**src/rtl/mem_pkg.sv**
```systemverilog
// Shared command encoding and I/O register map for the memory-mapped bus.
package mem_pkg;

  // CPU bus command; the unused encoding 2'b11 behaves like MNONE.
  typedef enum logic [1:0] {
    MNONE  = 2'b00,
    MREAD  = 2'b01,
    MWRITE = 2'b10
  } mem_cmd_e;

  // Word addresses of the I/O registers (RAM occupies 0x000-0x0FF).
  localparam logic [8:0] LEDR_ADDR  = 9'h100;
  localparam logic [8:0] SW_ADDR    = 9'h140;
  localparam logic [8:0] TIMER_ADDR = 9'h180;

  // Target selected by the address decoder.
  typedef enum logic [2:0] {
    REG_NONE,
    REG_RAM,
    REG_LEDR,
    REG_SW,
    REG_TIMER
  } region_e;

endpackage

```
**src/rtl/ram_sp.sv**
```systemverilog
// Synchronous single-port RAM: registered read, write-first on a same-cycle
// read and write to the same word.
module ram_sp #(
  parameter int DATA_W = 16,
  parameter int WORDS  = 256,
  parameter int AW     = $clog2(WORDS)
) (
  input  logic              clk,
  input  logic              we,
  input  logic              re,
  input  logic [AW-1:0]     addr,
  input  logic [DATA_W-1:0] wdata,
  output logic [DATA_W-1:0] rdata
);

  logic [DATA_W-1:0] r_mem [WORDS];
  logic [DATA_W-1:0] r_rdata;

  // Storage write and registered read port; rdata only moves on a read.
  // NOTE: the array has no reset so it maps onto block RAM; reset of the
  // surrounding logic must never depend on its contents.
  // NOTE: non-blocking assignments keep the read-old/write-new ordering
  // explicit and independent of statement order.
  always_ff @(posedge clk) begin
    if (we) begin
      r_mem[addr] <= wdata;
    end
    if (re) begin
      r_rdata <= we ? wdata : r_mem[addr];
    end
  end

  assign rdata = r_rdata;

endmodule

```
**src/rtl/mem_responder.sv**
```systemverilog
// Memory-mapped responder: RAM, LED register, synchronized switches and a
// free-running timer behind a one-cycle-latency read port.
module mem_responder
  import mem_pkg::*;
#(
  parameter int DATA_W    = 16,
  parameter int ADDR_W    = 9,
  parameter int RAM_WORDS = 256
) (
  input  logic              clk,
  input  logic              reset,
  input  logic [1:0]        mem_cmd,
  input  logic [ADDR_W-1:0] mem_addr,
  input  logic [DATA_W-1:0] write_data,
  output logic [DATA_W-1:0] read_data,
  input  logic [7:0]        SW,
  output logic [7:0]        LEDR
);

  localparam int RAM_AW = $clog2(RAM_WORDS);
  localparam logic [ADDR_W-1:0] RAM_LAST = ADDR_W'(RAM_WORDS - 1);

  logic              r_active;    // low on the edge that releases reset
  logic [7:0]        r_ledr;
  logic [DATA_W-1:0] r_timer;
  logic [7:0]        r_sw_s1;
  logic [7:0]        r_sw_s2;
  logic [DATA_W-1:0] r_rd_data;   // registered non-RAM read result
  logic              r_sel_ram;   // last read targeted RAM

  region_e           w_region;
  logic              w_read;
  logic              w_write;
  logic [DATA_W-1:0] w_rd_next;
  logic [DATA_W-1:0] w_ram_q;

  // Commands are honoured only once reset has been released for an edge.
  assign w_read  = r_active && (mem_cmd == MREAD);
  assign w_write = r_active && (mem_cmd == MWRITE);

  // Address decode into a single target region.
  // NOTE: every output gets a default first so no path can infer a latch.
  always_comb begin
    w_region = REG_NONE;
    if (mem_addr <= RAM_LAST) begin
      w_region = REG_RAM;
    end else if (mem_addr == ADDR_W'(LEDR_ADDR)) begin
      w_region = REG_LEDR;
    end else if (mem_addr == ADDR_W'(SW_ADDR)) begin
      w_region = REG_SW;
    end else if (mem_addr == ADDR_W'(TIMER_ADDR)) begin
      w_region = REG_TIMER;
    end
  end

  // Read mux for the register-backed targets; LEDR and holes read as zero.
  always_comb begin
    w_rd_next = '0;
    case (w_region)
      REG_SW:    w_rd_next = DATA_W'(r_sw_s2);
      REG_TIMER: w_rd_next = r_timer;
      default:   w_rd_next = '0;
    endcase
  end

  ram_sp #(
    .DATA_W (DATA_W),
    .WORDS  (RAM_WORDS),
    .AW     (RAM_AW)
  ) u_ram (
    .clk   (clk),
    .we    (w_write && (w_region == REG_RAM)),
    .re    (w_read && (w_region == REG_RAM)),
    .addr  (mem_addr[RAM_AW-1:0]),
    .wdata (write_data),
    .rdata (w_ram_q)
  );

  // Block the command sampled on the reset-release edge.
  always_ff @(posedge clk or negedge reset) begin
    if (!reset) begin
      r_active <= 1'b0;
    end else begin
      r_active <= 1'b1;
    end
  end

  // Two-flop synchronizer for the asynchronous switch inputs.
  always_ff @(posedge clk or negedge reset) begin
    if (!reset) begin
      r_sw_s1 <= '0;
      r_sw_s2 <= '0;
    end else begin
      r_sw_s1 <= SW;
      r_sw_s2 <= r_sw_s1;
    end
  end

  // LED output register.
  always_ff @(posedge clk or negedge reset) begin
    if (!reset) begin
      r_ledr <= '0;
    end else if (w_write && (w_region == REG_LEDR)) begin
      r_ledr <= write_data[7:0];
    end
  end

  // Free-running timer; a write loads it in place of that edge's increment.
  always_ff @(posedge clk or negedge reset) begin
    if (!reset) begin
      r_timer <= '0;
    end else if (w_write && (w_region == REG_TIMER)) begin
      r_timer <= write_data;
    end else begin
      r_timer <= r_timer + 1'b1;
    end
  end

  // Read result register; both it and the RAM output hold between reads.
  always_ff @(posedge clk or negedge reset) begin
    if (!reset) begin
      r_rd_data <= '0;
      r_sel_ram <= 1'b0;
    end else if (w_read) begin
      r_rd_data <= w_rd_next;
      r_sel_ram <= (w_region == REG_RAM);
    end
  end

  assign read_data = r_sel_ram ? w_ram_q : r_rd_data;
  assign LEDR      = r_ledr;

endmodule

```
**config.mk**
```make
export PLATFORM = sky130hd
export DESIGN_NAME = mem_responder
export DESIGN_NICKNAME = d
export VERILOG_FILES = /design/src/rtl/mem_pkg.sv /design/src/rtl/ram_sp.sv /design/src/rtl/mem_responder.sv
export SDC_FILE = /design/constraint.sdc
export NUM_CORES = 2
export LEC_CHECK = 0
export CAP_MARGIN = 20
export CORE_MARGIN = 5
export CORE_UTILIZATION = 58
export DETAILED_ROUTE_END_ITERATION = 10
export GPL_TIMING_DRIVEN = 0
export PLACE_DENSITY = 0.74
export SKIP_CTS_REPAIR_TIMING = 1
export SLEW_MARGIN = 20
export SYNTH_ARGS = -nofsm -noshare
export SYNTH_HDL_FRONTEND = slang
export SYNTH_SLANG_ARGS = --single-unit
```
**constraint.sdc**
```tcl
create_clock -name clk -period 3.1 [get_ports clk]
set_input_delay 0.465 -clock clk [delete_from_list [all_inputs] [get_ports clk]]
set_output_delay 0.465 -clock clk [all_outputs]
set_load 0.02 [all_outputs]
```
==> results summary <==
The flow ran to the end, but the final reports show violations. The final reports fail on hold timing, setup timing. STA classifies the critical path endpoint as a flop.

Global routing used 32.80% of the available tracks. The global-route wire length before repair is 644,700 µm. The placed wire-length estimate came out at 303,700 µm. The slew of the pin with the lowest slew margin came out at 1431 ps. At the worst endpoint, the required time is 3750 ps. The final number of hold-violating endpoints came out at 10. The total of endpoints with negative setup slack in the final report is 1,066. The worst setup path is of the input port to flop kind. The minimum clock period came out at 3906 ps.

The highest ir drop seen on vdd is 639.2 µV. Input and output buffers added on the ports amount to 55. For flop-to-flop paths, the worst setup slack is -330 ps. The final net count came out at 7,911. The tool flagged a number of max-cap violations equal to 0. The utilization after layout came out at 68.38%. After floorplanning, the core was sized to cover 0.2710 mm².

The synthesized netlist cell count came out at 6,949. The highest fanout seen on the critical path is 10. The worst relative slew slack came out at 3.561%. The post-route worst hold slack came out at -7.309 ps. The DRC marker count from the first detailed-route iteration came out at 15.27k.

The root buffer cell is sky130_fd_sc_hd__clkbuf_16. The ratio of final minimum period to clock period came out at 126.0%. The routed length per instance came out at 39.93 µm. The post-route cell area came out at 0.1853 mm².

Across the whole layout, storage elements account for 0.1249 mm². Summed over all layers, the routed wires come to 472,700 µm. The worst-case clock buffer depth came out at 4. The total number of vias came out at 84.89k. The share of the Yosys chip area taken by registers is 79.09%. The reported leakage power came out at 57.75 nW. The post-detailed-route via-to-cell ratio came out at 7.171.

Counting instances in the post-synthesis netlist gives the leading cell types as sky130_fd_sc_hd__edfxtp_1, sky130_fd_sc_hd__mux4_2, sky130_fd_sc_hd__a22oi_1. For this design, the slowest cell found on the critical path is sky130_fd_sc_hd__o41ai_2. The worst path setup slack after routing is -805.7 ps. The area used by multi-input combinational logic came out at 0.03335 mm². The worst-case clock skew came out at 82.20 ps. Among all cell types in the netlist, the one instantiated most often is sky130_fd_sc_hd__edfxtp_1. The share of Yosys cell area claimed by the top area cell type came out at 78.17%. The die covers 0.2829 mm². The initial antenna violation count came out at 36.

The flop and latch count out of synthesis is 4,170. The worst setup path is launched from an input port. The largest net degree at the start of global routing is 114. The library cell occupying the most area in the post-synthesis netlist is sky130_fd_sc_hd__edfxtp_1. The floorplan die height is 531.9 µm. The routability congestion estimate is 1.053. The number of buffers created by CTS is 401. The path class of the tightest hold or removal check is input port to flop. In this run the count of I/O pins placed on the die edge is 61. The number of unique standard cell types used by synthesis is 38. The total standard cell area after synthesis is 0.1580 mm². The number of levels the H-tree was split into is 5.

Once placement finished, the instance area stood at 0.1685 mm². In this run the mean area of a mapped cell was 22.73 µm². The ratio of cells with drive above 1 in the final layout came out at 32.57%.

From synthesis to final layout, the design area changed by 17.31%. Once detail routing completed, the nets flagged for antenna violations numbered 0. The delay contributed by the slowest stage of the critical path is 1280 ps. The most used flip-flop cell after synthesis is sky130_fd_sc_hd__edfxtp_1. The family with the most delay on the worst path is compound AO/OA/AOI/OAI gates. Static timing analysis puts the maximum clock frequency at 256.0 MHz. Yosys printed 0 warnings. The later-pin clock latency in the skew report is 1010 ps.

TritonCTS built the clock tree. The share of flip-flops with an asynchronous set or reset after synthesis is 1.391%. The design draws 118.7 mW. In the post-synthesis netlist, the biggest area contributors are sky130_fd_sc_hd__edfxtp_1, sky130_fd_sc_hd__mux4_2, sky130_fd_sc_hd__a22oi_1, sky130_fd_sc_hd__dfrtp_1, sky130_fd_sc_hd__a21oi_1. The final sum of negative setup slack is -91,610 ps. The number of clock sinks came out at 4,170.

The via count of the first global-routing pass is 81.46k. The number of pins exceeding their max-slew limit in the final report is 0. The net count after synthesis came out at 6,987. Setup repair after global routing could not meet its margin everywhere. The arrival time at the worst endpoint came out at 4560 ps. The site row count is 191. Walking the worst path, the cells encountered are buf_2, clkbuf_2, buf_16, buf_1, mux4_2, a22oi_1, a21oi_1, o41ai_2, nand4_1.

The starting density of the core is 58.29%. The number of DRC violations after detailed routing is 0. Before antenna repair, the detailed router went through 9 iterations. The width of the die came out at 531.9 µm.

Clock-pin slew was measured on the worst setup and hold paths at 60 ps. The final-layout fill cell count is 15.71k. The critical path contains buffers and inverters numbering 4 combined.

For this run the aggregate overflow at the end of global routing stands at 0. The synthesized design contains 4,112 enable-type register cells. The power per cell area came out at 640.8 mW/mm².
==> final timing paths <==
check	from	to	cells after the start
worst max-delay path	mem_addr[1]	u_ram.rdata[2]	9
worst min-delay path	write_data[6]	u_ram.r_mem[97][6]	1
worst max register to register	u_ram.r_mem[255][2]	u_ram.rdata[2]	5
worst min register to register	r_sw_s1[1]	r_sw_s2[1]	0
max in group asynchronous	reset	LEDR[1]	3
min in group asynchronous	reset	r_rd_data[6]	3
==> layout make-up <==
cell class / count / share of cell area [%]
antenna: 49 / 0.06617
buffer: 420 / 1.157
clock buffer: 471 / 5.601
clock inverter: 277 / 1.701
inverter: 5 / 0.01013
multi-input combinational: 2353 / 17.99
sequential: 4170 / 67.42
tap: 3570 / 2.410
timing repair buffer: 522 / 3.645
==> power by group <==
part,switching (mW),internal [mW]
combinational,4.24,1.95
sequential,0.0729,62.0
clock,21.7,28.8
total,26.0,92.7
==> layout by cell type, fill, tap and decap left out, drive strengths merged, types with 49 or more instances in the layout <==
cell type	instances
a22oi	520
nand2	52
nor2	281
clkbuf	724
dfrtp	58
clkinv	185
o41ai	64
mux4	1024
buf	632
a21oi	271
edfxtp	4112
diode	49
bufinv	56
==> sequential cells by signal, indices dropped and copies added, names as in the netlist <==
name	cells
LEDR	8
r_active	1
r_rd_data	16
r_sel_ram	1
r_sw_s1	8
r_sw_s2	8
r_timer	16
u_ram.r_mem	4096
u_ram.rdata	16
==> routing by layer <==
metal / track usage [%] / vias up / wire [µm]
met5: 0.6916 / - / 613
met2: 47.46 / 7917 / 212600
met1: 43.16 / 43760 / 152400
met3: 12.40 / 1432 / 73540
li1: - / 31760 / -
met4: 18.95 / 22 / 33540
==> kinds of logic after synthesis <==
family | count (synthesis) | share of synthesized area, %
DFF | 4170 | 79.09
adders and majority gates | 1 | 0.007919
muxes | 1049 | 14.78
xor gates and xnor gates | 14 | 0.07762
AOI/OAI and AO/OA | 872 | 3.740
other | 1 | 0.002374
and+or+nand+nor | 416 | 1.107
buffers and inverters | 426 | 1.201
==> worst reg2reg max path: stages (launching register included) <==
cell and delay [ps]:
sky130_fd_sc_hd__edfxtp_1 370, sky130_fd_sc_hd__mux4_2 520, sky130_fd_sc_hd__a22oi_1 350, sky130_fd_sc_hd__a21oi_1 280, sky130_fd_sc_hd__o41ai_2 1280, sky130_fd_sc_hd__nand4_1 310
==> per-stage QoR <==
stage	hold slack, ps	std cells	worst slack [ps]
after global routing	4.078	11820	-606.1
after floorplan	169.4	6949	-218.8
after detailed placement	307.2	10890	-2619
after CTS	-709.0	11630	-1948
after global placement	337.3	10570	-7449
final	-7.309	11840	-805.7
Power figures use the tool's default switching activity.
